===== src/rtl/game_sequencer_if.sv =====
// Signal bundle between the whack-a-mole top level and the round/lives sequencer.
interface game_sequencer_if;
  logic       start;
  logic       hit;
  logic       miss;
  logic       mole_req;
  logic       mole_active;
  logic       game_end;
  logic [2:0] state;
  logic [7:0] round;
  logic [2:0] lives_left;

  modport master (
    output start, hit, miss,
    input  mole_req, mole_active, game_end,
    input  state, round, lives_left
  );

  modport slave (
    input  start, hit, miss,
    output mole_req, mole_active, game_end,
    output state, round, lives_left
  );
endinterface


===== src/rtl/game_sequencer.sv =====
// Whack-a-mole round/lives sequencer: countdown, mole windows, hits, lives, game over.
// Define SEQ_SPEEDUP_EN to shrink the mole window on every hit.
module game_sequencer #(
  parameter int TICK_DIV        = 1000,
  parameter int COUNTDOWN_TICKS = 3,
  parameter int INIT_WINDOW     = 8,
  parameter int MIN_WINDOW      = 2,
  parameter int WINDOW_STEP     = 1,
  parameter int ROUNDS          = 16,
  parameter int LIVES           = 3
) (
  input  logic             clk,
  input  logic             rst,
  game_sequencer_if.slave  bus
);

  typedef enum logic [2:0] {
    IDLE      = 3'd0,
    COUNTDOWN = 3'd1,
    SPAWN     = 3'd2,
    ACTIVE    = 3'd3,
    OVER      = 3'd4
  } state_e;

  localparam int PW = $clog2(TICK_DIV);
  localparam logic [PW-1:0] PS_MAX   = PW'(TICK_DIV - 1);
  localparam logic [7:0]    CD_INIT  = 8'(COUNTDOWN_TICKS);
  localparam logic [7:0]    WIN_INIT = 8'(INIT_WINDOW);
  localparam logic [7:0]    RND_MAX  = 8'(ROUNDS);
  localparam logic [2:0]    LV_INIT  = 3'(LIVES);
`ifdef SEQ_SPEEDUP_EN
  localparam logic [7:0]    WIN_MIN  = 8'(MIN_WINDOW);
  localparam logic [7:0]    WIN_STEP = 8'(WINDOW_STEP);
`endif

  state_e        state_q, state_d;
  logic          start_q;
  logic [PW-1:0] ps_q, ps_d;
  logic [7:0]    cd_q, cd_d;
  logic [7:0]    win_cnt_q, win_cnt_d;
  logic [7:0]    window_q, window_d;
  logic [7:0]    round_q, round_d;
  logic [2:0]    lives_q, lives_d;
  logic          tick;
  logic          start_rise;
  logic          timeout;

  assign tick       = (ps_q == PS_MAX);
  assign start_rise = bus.start & ~start_q;
  assign timeout    = tick && (win_cnt_q == 8'd1);

  always_comb begin
    state_d   = state_q;
    ps_d      = tick ? '0 : ps_q + PW'(1);
    cd_d      = cd_q;
    win_cnt_d = win_cnt_q;
    window_d  = window_q;
    round_d   = round_q;
    lives_d   = lives_q;
    unique case (state_q)
      IDLE, OVER: begin
        ps_d = '0;
        if (start_rise) begin
          state_d  = COUNTDOWN;
          cd_d     = CD_INIT;
          round_d  = '0;
          lives_d  = LV_INIT;
          window_d = WIN_INIT;
        end
      end
      COUNTDOWN: begin
        if (tick) begin
          cd_d = cd_q - 8'd1;
          if (cd_q == 8'd1) state_d = SPAWN;
        end
      end
      SPAWN: begin
        ps_d      = '0;
        win_cnt_d = window_q;
        state_d   = ACTIVE;
      end
      ACTIVE: begin
        if (tick) win_cnt_d = win_cnt_q - 8'd1;
        // hit beats timeout beats miss; a miss coinciding with timeout costs one life
        if (bus.hit) begin
          round_d = round_q + 8'd1;
          state_d = (round_q + 8'd1 == RND_MAX) ? OVER : SPAWN;
`ifdef SEQ_SPEEDUP_EN
          window_d = (window_q <= WIN_MIN + WIN_STEP) ? WIN_MIN
                                                      : window_q - WIN_STEP;
`endif
        end else if (timeout) begin
          lives_d = lives_q - 3'd1;
          state_d = (lives_q == 3'd1) ? OVER : SPAWN;
        end else if (bus.miss) begin
          lives_d = lives_q - 3'd1;
          if (lives_q == 3'd1) state_d = OVER;
        end
      end
      default: state_d = IDLE;
    endcase
  end

  always_ff @(posedge clk) begin
    if (rst) begin
      state_q   <= IDLE;
      start_q   <= 1'b0;
      ps_q      <= '0;
      cd_q      <= '0;
      win_cnt_q <= '0;
      window_q  <= WIN_INIT;
      round_q   <= '0;
      lives_q   <= LV_INIT;
    end else begin
      state_q   <= state_d;
      start_q   <= bus.start;
      ps_q      <= ps_d;
      cd_q      <= cd_d;
      win_cnt_q <= win_cnt_d;
      window_q  <= window_d;
      round_q   <= round_d;
      lives_q   <= lives_d;
    end
  end

  assign bus.mole_req    = (state_q == SPAWN);
  assign bus.mole_active = (state_q == ACTIVE);
  assign bus.game_end    = (state_q == OVER);
  assign bus.state       = state_q;
  assign bus.round       = round_q;
  assign bus.lives_left  = lives_q;

endmodule

===== src/flat_wrapper.sv =====
// flat-port wrapper written by rule: the top's interface ports become plain ports
module game_sequencer_flat 
#(
  parameter int TICK_DIV        = 1000,
  parameter int COUNTDOWN_TICKS = 3,
  parameter int INIT_WINDOW     = 8,
  parameter int MIN_WINDOW      = 2,
  parameter int WINDOW_STEP     = 1,
  parameter int ROUNDS          = 16,
  parameter int LIVES           = 3
)
  (clk, rst, bus_start, bus_hit, bus_miss, bus_mole_req, bus_mole_active, bus_game_end, bus_state, bus_round, bus_lives_left);
  game_sequencer_if bus_i ();
  input  logic clk;
  input  logic rst;
  input wire logic [$bits(bus_i.start)-1:0] bus_start;
  input wire logic [$bits(bus_i.hit)-1:0] bus_hit;
  input wire logic [$bits(bus_i.miss)-1:0] bus_miss;
  output wire logic [$bits(bus_i.mole_req)-1:0] bus_mole_req;
  output wire logic [$bits(bus_i.mole_active)-1:0] bus_mole_active;
  output wire logic [$bits(bus_i.game_end)-1:0] bus_game_end;
  output wire logic [$bits(bus_i.state)-1:0] bus_state;
  output wire logic [$bits(bus_i.round)-1:0] bus_round;
  output wire logic [$bits(bus_i.lives_left)-1:0] bus_lives_left;
  assign bus_i.start = bus_start;
  assign bus_i.hit = bus_hit;
  assign bus_i.miss = bus_miss;
  assign bus_mole_req = bus_i.mole_req;
  assign bus_mole_active = bus_i.mole_active;
  assign bus_game_end = bus_i.game_end;
  assign bus_state = bus_i.state;
  assign bus_round = bus_i.round;
  assign bus_lives_left = bus_i.lives_left;
  game_sequencer #(.TICK_DIV(TICK_DIV), .COUNTDOWN_TICKS(COUNTDOWN_TICKS), .INIT_WINDOW(INIT_WINDOW), .MIN_WINDOW(MIN_WINDOW), .WINDOW_STEP(WINDOW_STEP), .ROUNDS(ROUNDS), .LIVES(LIVES)) u_core (.clk(clk), .rst(rst), .bus(bus_i));
endmodule

===== config.mk =====
export PLATFORM = sky130hd
export DESIGN_NAME = game_sequencer_flat
export DESIGN_NICKNAME = d
export VERILOG_FILES = /design/src/rtl/game_sequencer_if.sv /design/src/rtl/game_sequencer.sv /design/src/flat_wrapper.sv
export SDC_FILE = /design/constraint.sdc
export NUM_CORES = 1
export LEC_CHECK = 0
export CAP_MARGIN = 20
export CORE_ASPECT_RATIO = 1.2
export CORE_MARGIN = 1.5
export CORE_UTILIZATION = 30
export CTS_BUF_LIST = sky130_fd_sc_hd__clkbuf_8
export DETAILED_ROUTE_END_ITERATION = 7
export PLACE_DENSITY = 0.52
export SETUP_SLACK_MARGIN = 0.05
export SLEW_MARGIN = 20
export SYNTH_ARGS = -nofsm -noshare
export SYNTH_HDL_FRONTEND = slang
export SYNTH_SLANG_ARGS = --single-unit
export TNS_END_PERCENT = 5

===== constraint.sdc =====
create_clock -name clk -period 4.17 [get_ports clk]
set_input_delay 0.834 -clock clk [delete_from_list [all_inputs] [get_ports clk]]
set_output_delay 0.834 -clock clk [all_outputs]
set_load 0.01 [all_outputs]

## After elaboration in Yosys (flattened, before gate mapping)

Index checks and enable logic that the tools add are counted.

- Flip-flop bits (word level): 41
- Input bits: 5
- Output and inout port bits: 17
- Word-level logic and storage cells: 67

- Add/subtract/negate cells: 5
- Equal/unequal tests: 18
- Multiplexer cells: 23
- Bitwise operators: 2
- Reductions and logical operators: 12

Operators by type and width:

| kind | number |
|---|---|
| $pmux 8 s2 | 3 |
| $mux 8 | 5 |
| $mux 3 | 13 |
| $eq 8x1->1 const B | 2 |
| $sub 8x1->8 const B | 2 |
| $pmux 3 s4 | 1 |
| $add 10x1->10 const B | 1 |
| $eq 10x10->1 const B | 1 |
| $add 8x1->8 const B | 1 |
| $eq 8x5->1 const B | 1 |
| $ne 2x1->1 const B | 4 |
| $eq 3x1->1 const B | 2 |
| $eq 3x2->1 const B | 2 |
| $pmux 3 s2 | 1 |
| $reduce_and 3->1 | 2 |
| $reduce_bool 2->1 | 3 |
| $reduce_and 5->1 | 1 |
| $reduce_or 5->1 | 1 |
| $ne 2x2->1 const B | 2 |
| $ne 4x2->1 const B | 1 |
| $ne 4x3->1 const B | 1 |
| $reduce_and 4->1 | 1 |
| $eq 3x3->1 const B | 1 |
| $logic_not 3->1 | 1 |
| other kinds (7) | 7 |

## Depth between registers and ports, before layout

- Word-level depth: 6
- Gate-level depth with buffers: 7
- Gate-level depth less buffers: 7

## Worst setup path before layout

OpenSTA, ideal clock, no wires.

- Path kind: register to register
- Start point: reg u_core.ps_q[3]
- End point: reg u_core.state_q[1] (netlist: u_core.bus.state[1])
- Library setup time: 0.079 ns
- Arrival: 1.877 ns
- Data required time: 4.091 ns
- Path slack: 2.214 ns
- Cell stages (with the launch flop): 6
- Path buffers: 0
- Clock period less this slack: 1.956 ns
- Cell sequence: dfxtp_1 -> or3b_4 -> or3_4 -> o31a_1 -> or3_1 -> a211oi_2

- Longest elaborated chain between the ends: 5
- Elaborated cells on any way between the ends: 9
- Those cells by class: eq/ne (4); mux (3); reduce/logical (2)

Ends and longest elaborated chain:

| element | RTL line | source |
|---|---|---|
| from (decl) | game_sequencer.sv:38 | `logic [PW-1:0] ps_q, ps_d;` |
| from (signal assigned) | game_sequencer.sv:117 | `ps_q <= ps_d;` |
| $eq 10x10->1 (*) | game_sequencer.sv:48 | `assign tick = (ps_q == PS_MAX);` |
| $logic_and 1x1->1 | game_sequencer.sv:50 | `assign timeout = tick && (win_cnt_q == 8'd1);` |
| $mux 3 | game_sequencer.sv:92 | `end else if (timeout) begin` |
| $mux 3 | game_sequencer.sv:85 | `if (bus.hit) begin` |
| $pmux 3 s4 | game_sequencer.sv:60 | `unique case (state_q)` |
| to (signal assigned) | game_sequencer.sv:115 | `state_q <= state_d;` |
| to (decl) | game_sequencer.sv:36 | `state_e state_q, state_d;` |

Every way passes the cells marked *; elsewhere a longest branch is shown, timed or not.
A chain may end at the register's enable or synchronous reset.

## Final worst setup path

- Start point: reg u_core.state_q[1] (netlist: u_core.bus.state[1])
- End point: out bus_mole_req

- Longest elaborated chain between the ends: 1

Ends and longest elaborated chain:

| element | RTL line | source |
|---|---|---|
| $eq 3x2->1 | game_sequencer.sv:126 | `assign bus.mole_req = (state_q == SPAWN);` |
| to (decl) | flat_wrapper.sv:19 | `output wire logic [$bits(bus_i.mole_req)-1:0] bus_mole_req;` |

Every way passes these cells.

==> impl_metrics.ini <==
[timing]
timing_hold_violations_final = 0
setup_viol = 0
grt_setup_unrepaired = no
fin_skew_ns = 0.01028
finalMaxSlewViolations = 0
period_share_pct = 63.42
min_period_ns = 2.644
tightest_slew_ns = 0.8707
fmax_mhz = 378.1
maxSlewHeadroom_pct = 41.77
final.setup.tns_ns = 0

[global_route]
grt_max_degree = 24
track_usage_pct = 12.79
grt_overflow_total = 0
antenna_found_initial = 0
grt_pass1_vias = 1678
grt_pass1_wl_mm = 7.748

[yosys]
synthTopCellsByCount = nor2_1, dfxtp_1, a21oi_1
synthCells = 258
synth_area_per_cell_um2 = 8.162
synth_top_cell_by_area = dfxtp_1
syn_area_mm2 = 0.002106
yosysUniqueCellTypes = 45
synth_ff_type = dfxtp_1
async_flop_share_pct = 0
yosysTopAreaCellShare_pct = 38.98
synth.area.top_cells = dfxtp_1, nor2_1, xor2_1
synth-seq-cells = 41
yosys_warnings = 0
ys_seq_area_share_pct = 38.98
yosysMostFrequentCell = nor2_1
synth_fp_nets = 271
synth_edf_count = 0

[setup_path]
endpoint_kind = output pin
slowest_stage = clkdlybuf4s50_1
worst_setup_path_start_kind = register
critical_path.cell_chain = nand2b_1 -> nor2_1 -> clkdlybuf4s50_1
slowest_delay_ns = 0.56
path_buf_inv = 1
worstPathMaxFanout = 10
crit_required_ns = 3.34
critPathArrivalTime_ns = 1.81
cp_top_family = buffers and inverters
criticalPathCategory = register to output pin

[clocking]
cts_hold_buf = 0
numClockSinks = 41
postCtsResizedCells = 0
cts_setup_buffers = 0
ctsRootBufferMaster = clkbuf_8
cts-htree-levels = 2
cts.reportedPaths.clkPinSlew_ns = 0.08
clock_latency_ns = 0.29
cts_tree = built
cts_max_path_buffers = 2
cts_made_buffers = 5

[final_layout]
final_cell_count_no_fill = 366
n_antenna_cell = 0
layout-drive-gt1-share_pct = 6.093
layout.nets = 292
area_growth_pct = 18.30

[power]
leakagePower_uw = 0.0009224
powerDensity_mw_per_mm2 = 379.6
power_uw = 945.6
vdd_ir_drop_max_mv = 0.1280

[floorplanning]
start_util_pct = 30.91
die_h_um = 94.78
core_mm2 = 0.006813
ioPinCount = 22
fp.dieArea_mm2 = 0.007533
rows = 33
fp.dieW_um = 79.48

[drt]
drc = 0
drt-total-wl_mm = 4.511
postRouteAntennaNets = 0
highest_layer = met4
dr_total_vias = 1790
wire_per_inst_um = 12.33
drt-met1-wl_mm = 2.283
initialDrtViolationCount = 80
viasPerCell = 4.891
dr_wl_met3_um = 110
dr.pass1.iters = 4
wl_met2_mm = 2.057

[run_status]
outcome = finished clean

[placed_design]
port_buffers = 21
dp_cells = 359
hpwl_mm = 3.193
gp_congestion = 0.7520

[run]
cap_violations = 0

[hold_path]
hold_path.class = register to register
[worst reg2reg max path: stages, from the launching register on]
cell	delay, ns
dfxtp_1	0.54
or3b_2	0.52
nor4_2	0.65
o2111ai_1	0.24
xnor2_1	0.19
nor2_1	0.06
[per-stage QoR]
stage	cell area (µm²)	hold WS [ns]	utilization, %	worst slack (ns)
after floorplan	2106	0.4132	-	2.214
after CTS	2491	0.4458	36.57	1.499
after detailed placement	2405	0.4334	35.30	1.403
after global placement	2405	0.4251	35.30	1.447
after global routing	2491	0.4768	36.57	1.377
final	2491	0.4393	36.57	1.526
[layer usage]
layer	up-vias	GRT usage (%)
met5	-	0
met4	0	4.386
met3	4	2.319
met2	21	21.61
met1	822	16.23
li1	943	-
[logic make-up (layout without fill, tap and decap cells)]
family,count (synthesis),after routing,share of synthesized area (%)
DFF,41,41,38.98
and+or+nand+nor,114,114,27.81
xor gates and xnor gates,19,19,7.903
buffers and inverters,21,42,3.802
muxes,2,2,0.9507
adders and majority gates,8,8,4.754
AOI/OAI and AO/OA,53,53,15.81
[worst paths after layout]
path | endpoint | slack [ns] | depth (start not counted) | start
hold / removal | u_core.ps_q[0] | 0.44 | 1 | u_core.ps_q[0]
hold reg to reg | u_core.ps_q[0] | 0.44 | 1 | u_core.ps_q[0]
setup reg to reg | u_core.cd_q[7] | 1.86 | 5 | u_core.bus.state[0]
setup / recovery | bus_mole_req | 1.53 | 3 | u_core.bus.state[1]
[cell usage in the layout (no fill, tap or decap), types with 2 or more instances in the layout]
master,synthesis,layout
xor2_1,14,14
o2111ai_1,4,4
and3_2,2,2
and3_1,7,7
nand2_1,11,11
clkdlybuf4s50_1,0,21
and2_1,2,2
buf_4,0,2
xnor2_1,5,5
dfxtp_1,41,41
nor3_1,12,12
nor2b_1,2,2
or2_2,2,2
inv_1,12,13
or3_1,5,5
ha_1,8,8
nor2_1,42,42
a31oi_1,2,2
nand2b_1,4,4
a211oi_1,4,4
mux2i_1,2,2
a21oi_1,17,17
nand4_1,2,2
o211ai_1,4,4
nand3b_1,4,4
o21ai_0,14,14
nand3_1,10,10
clkbuf_8,0,6
[where the power goes]
group	switching [µW]	total, µW	internal [µW]
Sequential	37.0	461	424
Clock	137	266	129
Combinational	121	219	97.9
Total	295	946	651
[final cells by class]
class / count / area (µm²)
clock buffers: 6 / 82.58
multi-input cells: 196 / 1205
repair buffers: 23 / 225.2
fillers: 736 / 4322
flip-flops and latches: 41 / 820.8
clock inverters: 1 / 3.754
well taps: 87 / 108.9
inverters: 12 / 45.04
[flip-flops by register name, indices dropped and copies added, names as in the netlist]
register               cells
u_core.bus.lives_left      3
u_core.bus.round           8
u_core.ps_q               10
u_core.bus.state           3
u_core.cd_q                8
u_core.start_q             1
u_core.win_cnt_q           8
(Power assumes the default switching activity.)
